$ cat config.mk
export PLATFORM = sky130hd
export DESIGN_NAME = mult_datapath
export DESIGN_NICKNAME = d
export VERILOG_FILES = /design/src/rtl/mult_pkg.sv /design/src/rtl/mult_bit_counter.sv /design/src/rtl/mult_datapath.sv
export SDC_FILE = /design/constraint.sdc
export NUM_CORES = 1
export LEC_CHECK = 0
export CAP_MARGIN = 0
export CORE_AREA = 2 2 39 41
export DETAILED_ROUTE_END_ITERATION = 12
export DIE_AREA = 0 0 41 43
export DONT_BUFFER_PORTS = 1
export PLACE_DENSITY = 0.79
export SETUP_SLACK_MARGIN = 0.2
export SYNTH_ARGS = -nofsm -noshare
export SYNTH_HDL_FRONTEND = slang
export SYNTH_SLANG_ARGS = --single-unit
$ cat constraint.sdc
create_clock -name Clk -period 3.09 [get_ports Clk]
set_clock_uncertainty 0.1 [all_clocks]
set_input_delay 0.618 -clock Clk [delete_from_list [all_inputs] [get_ports Clk]]
set_output_delay 0.618 -clock Clk [all_outputs]
set_load 0.01 [all_outputs]
$ cat src/rtl/mult_pkg.sv
// Shared definitions for the shift-add multiplier datapath: default width,
// counter sizing and the command priority encoding.
package mult_pkg;

    localparam int MULT_N_DEFAULT = 4;

    typedef enum logic [2:0] {
        CMD_NONE      = 3'd0,
        CMD_LOAD      = 3'd1,
        CMD_ADD       = 3'd2,
        CMD_SHIFT     = 3'd3,
        CMD_ADD_SHIFT = 3'd4
    } mult_cmd_e;

    // A 1-bit counter is the floor so N=2 still has a legal vector width.
    function automatic int cnt_width(input int n);
        return (n <= 2) ? 1 : $clog2(n);
    endfunction

    // Load dominates; Ad/Sh only matter when no Load is present.
    function automatic mult_cmd_e decode_cmd(input logic load, input logic ad, input logic sh);
        mult_cmd_e cmd;
        if (load) begin
            cmd = CMD_LOAD;
        end else if (ad && sh) begin
            cmd = CMD_ADD_SHIFT;
        end else if (ad) begin
            cmd = CMD_ADD;
        end else if (sh) begin
            cmd = CMD_SHIFT;
        end else begin
            cmd = CMD_NONE;
        end
        return cmd;
    endfunction

endpackage

$ cat src/rtl/mult_bit_counter.sv
// Shift counter for the multiplier; K flags that the next shift is the last one.
module mult_bit_counter
    import mult_pkg::*;
#(
    parameter int N = MULT_N_DEFAULT
) (
    input  logic Clk,
    input  logic rst,
    input  logic clr,
    input  logic inc,
    output logic K
);

    localparam int W = cnt_width(N);
    localparam logic [W-1:0] LAST = W'(N - 1);

    logic [W-1:0] r_cnt;

    // Explicit wrap at N-1 so non-power-of-two widths cycle correctly.
    always_ff @(posedge Clk) begin
        if (!rst) begin
            r_cnt <= {W{1'b0}};
        end else if (clr) begin
            r_cnt <= {W{1'b0}};
        end else if (inc) begin
            r_cnt <= (r_cnt == LAST) ? {W{1'b0}} : r_cnt + W'(1);
        end else begin
            r_cnt <= r_cnt;
        end
    end

    assign K = (r_cnt == LAST);

endmodule

$ cat src/rtl/mult_datapath.sv
// Shift-add multiplier datapath: 2N+1-bit accumulator plus bit counter.
// Optional MULT_LATCH_MCAND_EN captures the multiplicand on Load.
module mult_datapath
    import mult_pkg::*;
#(
    parameter int N = MULT_N_DEFAULT
) (
    input  logic           Clk,
    input  logic           rst,
    input  logic           Load,
    input  logic           Ad,
    input  logic           Sh,
    input  logic [N-1:0]   Mcand,
    input  logic [N-1:0]   Mplier,
    output logic           M,
    output logic           K,
    output logic [2*N-1:0] Product
);

    logic [2*N:0] r_acc;
    logic [2*N:0] w_acc_next;
    logic [N:0]   w_sum;
    logic [N-1:0] w_mcand_eff;
    mult_cmd_e    w_cmd;
    logic         w_clr;
    logic         w_inc;

    assign w_cmd = decode_cmd(Load, Ad, Sh);
    assign w_clr = (w_cmd == CMD_LOAD);
    assign w_inc = (w_cmd == CMD_SHIFT) || (w_cmd == CMD_ADD_SHIFT);

`ifdef MULT_LATCH_MCAND_EN
    logic [N-1:0] r_mcand;

    // Multiplicand snapshot taken on Load; later port changes are ignored.
    always_ff @(posedge Clk) begin
        if (!rst) begin
            r_mcand <= {N{1'b0}};
        end else if (w_cmd == CMD_LOAD) begin
            r_mcand <= Mcand;
        end else begin
            r_mcand <= r_mcand;
        end
    end

    assign w_mcand_eff = r_mcand;
`else
    assign w_mcand_eff = Mcand;
`endif

    assign w_sum = {1'b0, r_acc[2*N-1:N]} + {1'b0, w_mcand_eff};

    // Next accumulator value; add-and-shift shifts the fresh sum including its carry.
    always_comb begin
        w_acc_next = r_acc;
        case (w_cmd)
            CMD_LOAD:      w_acc_next = {{(N+1){1'b0}}, Mplier};
            CMD_ADD:       w_acc_next = {w_sum, r_acc[N-1:0]};
            CMD_SHIFT:     w_acc_next = {1'b0, r_acc[2*N:1]};
            CMD_ADD_SHIFT: w_acc_next = {1'b0, w_sum, r_acc[N-1:1]};
            default:       w_acc_next = r_acc;
        endcase
    end

    // Accumulator register; reset overrides any command.
    always_ff @(posedge Clk) begin
        if (!rst) begin
            r_acc <= {(2*N+1){1'b0}};
        end else begin
            r_acc <= w_acc_next;
        end
    end

    mult_bit_counter #(.N(N)) u_cnt (
        .Clk (Clk),
        .rst (rst),
        .clr (w_clr),
        .inc (w_inc),
        .K   (K)
    );

    assign M       = r_acc[0];
    assign Product = r_acc[2*N-1:0];

endmodule

==> qor.txt <==
Worst ir drop on vdd -> 0.205 mV
Synth warn -> 0
Ys flop type -> dfxtp_1
Wire length per cell -> 14.4 um
HPWL reported at the end of detailed placement -> 1.19 mm
Max Transition Viols Final -> 0
Setup violators final -> 0
Syn Area/Cell -> 8.80 um^2
Type of origin of the critical path -> input pin
CTS Hold Buffers Added -> 0
Max_slew headroom -> 74.4%
Most area-hungry cell type in the Yosys netlist -> dfxtp_1
WS Path Type -> in2reg
Post-Synthesis Cells -> 95
Status -> finished, final reports clean
Worst Setup End Kind -> flip-flop
Post-DRT Antenna Nets -> 0
# fillers -> 130
Setup Fix Bufs, Post-CTS -> 0
Fin nets -> 110
Sw Ratio -> 30.0%
Synth Area in Compound Gates -> 16.2%
Final period utilization -> 65.3%
Root Driver -> clkbuf_4
Fin. Hold Viols -> 0
Die area -> 1760 um^2
Number of antenna violations at the first check in global routing -> 0
TritonRoute pass-1 iters -> 4
Final hold slack -> 0.379 ns
Rows -> 14
Largest net degree at the start of global routing -> 11
Post-synth EDFFs -> 0
XOR/XNOR Fraction of Synth Area -> 2.10%
Residual DRC -> 0
Synthesis-to-finish area growth -> -3.74%
Chip width -> 41 um
Transition time at the pin with the least slew margin -> 0.384 ns
TritonCTS clock tree -> yes
Global-route wire length before repair -> 2.50 mm
Synth area leaders -> dfxtp_1 26%, ha_1 10%, buf_4 8.1%, a21oi_1 3.6%, a222oi_1 3.6%
Leak pwr -> 0.305 nW
IO Pins -> 23
Worst Setup SP -> Ad
Critical Path RT -> 3.20 ns
Power Dens Cells -> 404 nW/um^2
CTS Buf Count -> 3
Routed wire length -> 1.50 mm
RD Place Congestion -> 0.741
Yosys top cell area share -> 26.3%
Count of state elements after synthesis -> 11
Initial Utilization -> 60.4%
Worst-skew pair later-pin latency -> 0.28 ns
Max Freq -> 496 MHz
Largest family of logic cells by synthesized area -> simple AND/OR/NAND/NOR gates
Vias per cell -> 6.16
Simple-gate share of the synthesized area -> 26.2%
Max FO, Critical Path -> 10
Layout cells sized above 1 -> 9.09%
Critical Path AT -> 2.13 ns
FF-to-FF Start -> r_acc[4]$_SDFFE_PN0P_
Sw power -> 0.0000976 W
Clock Power Share -> 31.8%
Async set or reset register ratio after synthesis -> 0%
Mux contribution to synthesized area -> 4.34%
Mapped Area -> 836 um^2
FF+latch area -> 220 um^2
Port bufs -> 0
Register share of total power -> 49.3%
Sink Count -> 11
Diode count -> 0
CTS max path bufs -> 2
Total Routing Usage GR -> 21.0%
Cell Int Power -> 0.000228 W
Multi-input gate area -> 515 um^2
Total power -> 0.000325 W
Worst hold path class -> in2reg
Post-cts sizing count -> 0
Vias in the first global route -> 614
H-tree levels -> 1
Setup TNS -> 0 ns
Routed via count -> 641
Worst Min Path Start -> rst
Adder-Cell Fraction of Synth Area -> 12.9%
Post-synth cell types -> 33
Seq/Total Area, Yosys -> 26.3%
Reg clk slew, reported paths -> 0.07 ns
Initial drt markers -> 15
Final Critical Period -> 2.02 ns
RSZ-0062 raised after global routing -> false
Total congestion overflow -> 0
Maxcap violations -> 0
Net Count, Synth -> 116
Core ar. -> 1380 um^2
Die H -> 43 um
Comb power frac -> 18.9%
per-layer routing:
metal	share of wire (%)	global-route usage, %
met2	48	31.9
met3	8.7	6.28
met4	3.0	14.0
met1	40	23.9
met5	0	0
kinds of logic after synthesis:
group	Yosys count
buffers and inverters	17
XOR/XNOR	2
multiplexers	3
adder cells (fa/ha/maj)	8
flip-flops	11
AO/OA/AOI/OAI	20
AND/OR/NAND/NOR	34
power by group through the flow:
stage | registers, W | logic [W] | clock network (W)
final | 0.000160 | 0.0000615 | 0.000104
after global routing | 0.000161 | 0.0000697 | 0.000111
after CTS | 0.000160 | 0.0000621 | 0.000105
after detailed placement | 0.000164 | 0.0000618 | 0
after global placement | 0.000164 | 0.0000596 | 0
after floorplan | 0.000158 | 0.0000685 | 0
synth_stat cells, types with 2 or more instances:
library cell and number:
a21o_1 3, a21oi_1 6, a222oi_1 3, a22oi_1 2
a31oi_1 3, buf_4 9, dfxtp_1 11, ha_1 7
inv_1 5, nand2_1 8, nand2b_1 4, nor2_1 5
nor2b_1 2, nor3_1 3, nor4_1 3, o22ai_1 3
xnor2_1 2
flip-flops by register name, indices dropped and copies added, names as in the netlist:
| signal | flops |
|---|---|
| u_cnt.r_cnt | 2 |
| r_acc | 9 |
placed cells by master (no fill, tap or decap), types with 2 or more instances in the layout:
master    instances
clkbuf_4          3
ha_1              7
a31oi_1           3
xnor2_1           2
a222oi_1          3
nor3_1            3
a22oi_1           2
nor2_1            5
a21o_1            3
o22ai_1           3
dfxtp_1          11
a21oi_1           6
nor4_1            3
nor2b_1           2
nand2b_1          4
nand2_1           8
inv_1             5
final cells by class:
| type | instances | share of cell area, % |
|---|---|---|
| multi-input cells | 67 | 64.1 |
| flip-flops and latches | 11 | 27.4 |
| clock buffers | 4 | 3.27 |
| inverters | 6 | 2.80 |
| well taps | 16 | 2.49 |
per-stage QoR:
step | util [%] | worst slack, ns | area, um^2 | instances
floorplan | - | 0.983 | 836 | 95
global placement | 56.2 | 0.884 | 778 | 100
detailed placement | 56.2 | 0.788 | 778 | 100
CTS | 58.1 | 1.07 | 805 | 104
global route | 58.1 | 0.945 | 805 | 104
finish | 58.1 | 1.07 | 805 | 104
critical path, stage by stage:
cell and delay [ns]:
inv_1 0.02, ha_1 0.42, and4bb_1 0.46, nor2_2 0.13, or3_1 0.34, a21oi_1 0.14
final timing paths:
| check | to | slack, ns | cells past startpoint |
|---|---|---|---|
| worst max-delay path | u_cnt.r_cnt[0]$_SDFFE_PP0P_ | 1.07 | 6 |
| worst min register to register | u_cnt.r_cnt[0]$_SDFFE_PP0P_ | 0.39 | 2 |
| worst min-delay path | u_cnt.r_cnt[1]$_SDFFE_PP0P_ | 0.38 | 2 |
| worst max register to register | r_acc[5]$_SDFFE_PN0P_ | 1.21 | 6 |
Power figures use the tool's default switching activity.
